File: config.mk
export PLATFORM = sky130hd
export DESIGN_NAME = rst_seq_ctrl
export DESIGN_NICKNAME = d
export VERILOG_FILES = /design/src/rtl/rst_seq_ctrl.sv
export SDC_FILE = /design/constraint.sdc
export NUM_CORES = 1
export LEC_CHECK = 0
export ABC_AREA = 1
export CORE_AREA = 5 5 48 67
export CTS_CLUSTER_SIZE = 40
export DETAILED_ROUTE_END_ITERATION = 16
export DIE_AREA = 0 0 53 72
export PLACE_DENSITY_LB_ADDON = 0.12
export SYNTH_ARGS = -nofsm -noshare
export SYNTH_HDL_FRONTEND = slang
export SYNTH_SLANG_ARGS = --single-unit
export TNS_END_PERCENT = 50
File: constraint.sdc
create_clock -name i_clk -period 1.78 [get_ports i_clk]
set_input_delay 0.356 -clock i_clk [delete_from_list [all_inputs] [get_ports i_clk]]
set_output_delay 0.356 -clock i_clk [all_outputs]
set_load 0.02 [all_outputs]
File: src/rtl/rst_seq_ctrl.sv
// -----------------------------------------------------------------------------
// rst_seq_ctrl
//
// Purpose:
//   Reset release sequencer placed directly after a per-domain reset
//   synchronizer. While dft_rstn is low every stage reset is held. After
//   dft_rstn releases, all stages stay held for HOLD_CYC cycles. The stages
//   are then released one at a time in order 0..NUM_STG-1. Each release is
//   preceded by a DLY_CYC-cycle gap and followed by a wait for that stage's
//   ready acknowledge. The wait is bounded by TO_CYC cycles, and an expired
//   wait raises a sticky per-stage timeout flag.
//
//   A single-cycle software request re-runs the whole sequence from the hold
//   phase. Scan mode bypasses the registered stage resets so that they follow
//   dft_rstn directly.
//
// Ports:
//   i_clk         sequencer clock
//   dft_rstn      asynchronous active-low reset for all state
//   i_scan_mode   1: o_stg_rstn = {NUM_STG{dft_rstn}} (the FSM keeps running)
//   i_sw_rst_req  single-cycle request to restart the full sequence
//   i_stg_ack     per-stage ready acknowledge (level, sampled for the
//                 current stage only)
//   o_stg_rstn    per-stage active-low resets
//   o_seq_busy    high until every stage has been released
//   o_seq_done    high once every stage has been released
//   o_stg_idx     index of the stage currently being processed
//   o_to_err      sticky per-stage acknowledge-timeout flags
// -----------------------------------------------------------------------------
module rst_seq_ctrl #(
  parameter int NUM_STG  = 4,
  parameter int HOLD_CYC = 16,
  parameter int DLY_CYC  = 8,
  parameter int TO_CYC   = 256,
  parameter int IDX_W    = $clog2(NUM_STG)
) (
  input  logic               i_clk,
  input  logic               dft_rstn,
  input  logic               i_scan_mode,
  input  logic               i_sw_rst_req,
  input  logic [NUM_STG-1:0] i_stg_ack,
  output logic [NUM_STG-1:0] o_stg_rstn,
  output logic               o_seq_busy,
  output logic               o_seq_done,
  output logic [IDX_W-1:0]   o_stg_idx,
  output logic [NUM_STG-1:0] o_to_err
);

  // The counter only has to reach the largest terminal value, which is
  // MAX_CYC-1. The counter never counts past its terminal value, so it
  // cannot wrap.
  localparam int MAX_HD  = (HOLD_CYC > DLY_CYC) ? HOLD_CYC : DLY_CYC;
  localparam int MAX_CYC = (MAX_HD > TO_CYC) ? MAX_HD : TO_CYC;
  localparam int CNT_W   = (MAX_CYC > 1) ? $clog2(MAX_CYC) : 1;

  localparam logic [CNT_W-1:0] HOLD_LAST = CNT_W'(HOLD_CYC - 1);
  localparam logic [CNT_W-1:0] DLY_LAST  = CNT_W'(DLY_CYC - 1);
  localparam logic [CNT_W-1:0] TO_LAST   = CNT_W'(TO_CYC - 1);
  localparam logic [IDX_W-1:0] IDX_LAST  = IDX_W'(NUM_STG - 1);

  typedef enum logic [1:0] {
    S_HOLD = 2'd0,
    S_DLY  = 2'd1,
    S_ACK  = 2'd2,
    S_DONE = 2'd3
  } state_t;

  state_t             r_state;
  state_t             w_state;
  logic [CNT_W-1:0]   r_cnt;
  logic [CNT_W-1:0]   w_cnt;
  logic [NUM_STG-1:0] r_stg_rstn;
  logic [NUM_STG-1:0] w_stg_rstn;
  logic [IDX_W-1:0]   r_idx;
  logic [IDX_W-1:0]   w_idx;
  logic [NUM_STG-1:0] r_to_err;
  logic [NUM_STG-1:0] w_to_err;
  logic               r_busy;
  logic               w_busy;
  logic               r_done;
  logic               w_done;
  logic               w_ack_cur;

  // Only the acknowledge of the stage being processed matters.
  assign w_ack_cur = i_stg_ack[r_idx];

  // ---------------------------------------------------------------------------
  // State register
  // ---------------------------------------------------------------------------
  always_ff @(posedge i_clk or negedge dft_rstn) begin
    if (!dft_rstn) begin
      r_state    <= S_HOLD;
      r_cnt      <= '0;
      r_stg_rstn <= '0;
      r_idx      <= '0;
      r_to_err   <= '0;
      r_busy     <= 1'b1;
      r_done     <= 1'b0;
    end else begin
      r_state    <= w_state;
      r_cnt      <= w_cnt;
      r_stg_rstn <= w_stg_rstn;
      r_idx      <= w_idx;
      r_to_err   <= w_to_err;
      r_busy     <= w_busy;
      r_done     <= w_done;
    end
  end

  // ---------------------------------------------------------------------------
  // Next-state logic
  // ---------------------------------------------------------------------------
  always_comb begin
    w_state    = r_state;
    w_cnt      = r_cnt;
    w_stg_rstn = r_stg_rstn;
    w_idx      = r_idx;
    w_to_err   = r_to_err;
    w_busy     = r_busy;
    w_done     = r_done;

    if (i_sw_rst_req) begin
      // A software request overrides every other condition in this cycle.
      // The timeout history is kept because it is a diagnostic record.
      w_state    = S_HOLD;
      w_cnt      = '0;
      w_stg_rstn = '0;
      w_idx      = '0;
      w_busy     = 1'b1;
      w_done     = 1'b0;
    end else begin
      case (r_state)
        S_HOLD: begin
          if (r_cnt == HOLD_LAST) begin
            w_cnt   = '0;
            w_state = S_DLY;
          end else begin
            w_cnt = r_cnt + 1'b1;
          end
        end

        S_DLY: begin
          if (r_cnt == DLY_LAST) begin
            w_stg_rstn[r_idx] = 1'b1;
            w_cnt             = '0;
            w_state           = S_ACK;
          end else begin
            w_cnt = r_cnt + 1'b1;
          end
        end

        S_ACK: begin
          if (w_ack_cur || (r_cnt == TO_LAST)) begin
            // An ack on the terminal cycle counts as an ack, not a timeout.
            if (!w_ack_cur) begin
              w_to_err[r_idx] = 1'b1;
            end
            w_cnt = '0;
            if (r_idx == IDX_LAST) begin
              w_state = S_DONE;
              w_busy  = 1'b0;
              w_done  = 1'b1;
            end else begin
              w_idx   = r_idx + 1'b1;
              w_state = S_DLY;
            end
          end else begin
            w_cnt = r_cnt + 1'b1;
          end
        end

        S_DONE: begin
          w_state = S_DONE;
        end

        default: begin
          w_state = S_HOLD;
        end
      endcase
    end
  end

  // ---------------------------------------------------------------------------
  // Outputs. In scan mode each stage reset follows dft_rstn through logic
  // only, so that the scan controller has direct control of the downstream
  // resets.
  // ---------------------------------------------------------------------------
  genvar gi;
  generate
    for (gi = 0; gi < NUM_STG; gi++) begin : g_stg_out
      assign o_stg_rstn[gi] = i_scan_mode ? dft_rstn : r_stg_rstn[gi];
    end
  endgenerate

  assign o_seq_busy = r_busy;
  assign o_seq_done = r_done;
  assign o_stg_idx  = r_idx;
  assign o_to_err   = r_to_err;

endmodule

==> results.json <==
{
  "ys_async_sr_fraction_pct": 100,
  "area_growth_syn_to_layout_pct": 23.4,
  "post-cts-setup-buffers": 0,
  "syn_area_per_cell_sq_um": 7.85,
  "fin_crit_sh_pct": 96.6,
  "cts.root.buffer_cell": "clkbuf_4",
  "routedWlPerCell_um": 12.6,
  "grt_max_degree": 23,
  "drc": 0,
  "powerDensity_nw_per_um2": 1010,
  "row_count": 22,
  "fillCellCount": 227,
  "register_area_sq_um": 552,
  "start_util_pct": 50.9,
  "first_iter_violations": 29,
  "cts_max_path_buffers": 2,
  "yosys_most_used_dff": "dfrtp_1",
  "synth_common_cells": "34 x nand2_1, 23 x inv_1, 21 x dfrtp_1",
  "swShare_pct": 37.6,
  "pwr-share-clk_pct": 23.6,
  "p_int_uw": 1020,
  "via_per_inst": 5.14,
  "rsz0062_at_grt": "true",
  "start_kind": "input pin",
  "cp-startpoint": "i_scan_mode",
  "synth_top_cell_area_share_pct": 40.3,
  "cts_htree_levels": 1,
  "rrSetupSlack_ns": 0.18,
  "syn_inst": 166,
  "critPathKind": "input pin to output port",
  "drive_gt1_share_pct": 14.6,
  "die_h_um": 72,
  "routed_wl_mm": 2.86,
  "critPathSlowestCell": "clkdlybuf4s50_1",
  "multi_input_area_sq_um": 653,
  "critical_path_arrival_ns": 1.36,
  "slew_viol_final": 0,
  "fin_skew_ns": 0.00862,
  "yosys_warnings": 0,
  "grt_overflow": 0,
  "n_antenna_cell": 0,
  "core_sq_um": 2560,
  "max-vdd-ir-drop_uv": 755,
  "ios": 20,
  "synth_most_common_cell": "nand2_1",
  "r2r_cells": 8,
  "syn-cell-area_sq_um": 1300,
  "gp_congestion": 0.865,
  "grt_pass1_wl_mm": 4.78,
  "hold_viol_final": 0,
  "dpl-instance-area_sq_um": 1570,
  "r2r-end": "r_cnt[7]$_DFFE_PN0P_",
  "numCtsBuffers": 3,
  "worst_slew_pin_slew_ns": 0.307,
  "ant_nets": 0,
  "synth-seq-area-share_pct": 42.3,
  "critical_path.cell_chain": "clkdlybuf4s50_1 > nand2_1 > o21ai_0 > clkdlybuf4s15_1",
  "synth_cell_types": 26,
  "r2r-start": "r_cnt[1]$_DFFE_PN0P_",
  "synth_nets": 183,
  "worst_slack_ns": 0.0605,
  "clkTransAtPathRegs_ns": 0.13,
  "required_ns": 1.42,
  "hp-class": "input pin to async pin",
  "setup_violations": 0,
  "status": "completed",
  "power_frac_seq_pct": 37.1,
  "whs_ns": 0.441,
  "ys_seq_elements": 22,
  "antenna_found_initial": 0,
  "cts_sinks": 22,
  "fin_crit_ns": 1.72,
  "maxCapViolations": 0,
  "yosysTopAreaCell": "dfrtp_1",
  "critPathMaxFanout": 5,
  "synth-edff-count": 0,
  "vias": 1173,
  "synth_area_leaders": "dfrtp_1 40%, nand2_1 9.8%, ha_1 8.6%",
  "hold_buffers": 0,
  "clk_latency_ns": 0.31,
  "place_hpwl_mm": 2.20,
  "combPwrFrac_pct": 39.3,
  "final_cell_area_sq_um": 1610,
  "max_slew_margin_pct": 79.3,
  "cts_tree": "done",
  "first_pass_iters": 4,
  "switching_power_uw": 614,
  "nets": 210,
  "cp_slowest_stage_delay_ns": 0.51,
  "die_w_um": 53,
  "grt_pass1_vias": 1172,
  "endpoint_kind": "output port",
  "die_area_sq_um": 3820,
  "io_buffers": 19,
  "grt_util_all_layers_pct": 16.3,
  "p_leak_uw": 0.000775,
  "fmax_ghz": 0.582,
  "place_ws_ns": -0.274
}
-- state kept, by name, indices dropped and copies added, names as in the netlist --
| register | flops |
|---|---|
| r_state | 2 |
| o_to_err | 4 |
| o_seq_done | 1 |
| r_cnt | 8 |
| o_stg_idx | 2 |
| r_stg_rstn | 4 |
| o_seq_busy | 1 |
-- cells by family (layout without fill, tap and decap cells) --
family,Yosys count,in the layout,synth area share (%)
adders and majority gates,9,9,8.64
and+or+nand+nor,84,84,30.6
DFF,22,22,42.3
buffers and inverters,27,53,7.96
AOI/OAI and AO/OA,24,24,10.5
-- through the flow --
| stage | power (uW) | TNS [ns] | cells | util (%) |
|---|---|---|---|---|
| final | 1630 | 0 | 228 | 62.9 |
| after global routing | 1740 | -0.0200 | 228 | 62.9 |
| after CTS | 1620 | 0 | 228 | 63.0 |
| after detailed placement | 1250 | -1.05 | 224 | 61.2 |
| after global placement | 1210 | -0.934 | 224 | 61.2 |
| after floorplan | 1040 | 0 | 166 | - |
-- repair_timing --
action | 4_1_cts | 5_1_grt
endpoints found under the setup margin | 6 | 6
gates resized for setup | 6 | 12
pin swaps | 0 | 0
-- layout by cell type, fill, tap and decap left out, types with 5 or more instances in the layout --
cell / netlist / final
inv_1: 23 / 23
a21oi_1: 12 / 12
o21ai_0: 5 / 5
clkdlybuf4s50_1: 0 / 12
nor2_1: 17 / 17
nand3_1: 16 / 16
dfrtp_1: 21 / 21
nand2_2: 6 / 6
nand2_1: 34 / 34
buf_4: 0 / 5
ha_1: 9 / 9
-- routing by layer --
| metal | track usage [%] | routed length, um | vias to the layer above |
|---|---|---|---|
| met5 | 0 | 0 | - |
| met4 | 6.25 | 57 | 0 |
| met3 | 2.46 | 146 | 8 |
| met2 | 30.9 | 1550 | 33 |
| met1 | 17.2 | 1110 | 546 |
| li1 | - | - | 586 |
-- worst max-delay path by stage --
stage,to,cells past startpoint,slack (ns)
floorplan,r_cnt[5]$_DFFE_PN0P_,8,0.35
global placement,o_stg_rstn[3],4,-0.24
detailed placement,o_stg_rstn[1],4,-0.27
CTS,o_stg_idx[1],1,0.005
global route,o_stg_rstn[0],4,-0.02
finish,o_stg_rstn[0],4,0.06
-- layout make-up --
| cell class | instances | share of cell area [%] |
|---|---|---|
| clock buffers | 3 | 1.40 |
| clock inverters | 1 | 1.87 |
| inverters | 25 | 5.83 |
| multi-input cells | 117 | 40.6 |
| flip-flops and latches | 22 | 34.3 |
| well taps | 36 | 2.80 |
| repair buffers | 24 | 13.2 |
-- critical path: cells and delay by family --
kind            cells  cell delay, ns
buf+inv             2            0.83
simple gates        1            0.10
compound gates      1            0.08
-- power groups by stage --
| stage | clock, uW | sequential, uW | combinational [uW] |
|---|---|---|---|
| after floorplan | 0 | 605 | 437 |
| after global placement | 0 | 605 | 605 |
| after detailed placement | 0 | 611 | 636 |
| after CTS | 387 | 601 | 633 |
| after global routing | 407 | 610 | 720 |
| final | 385 | 604 | 641 |
(Power assumes the default switching activity.)
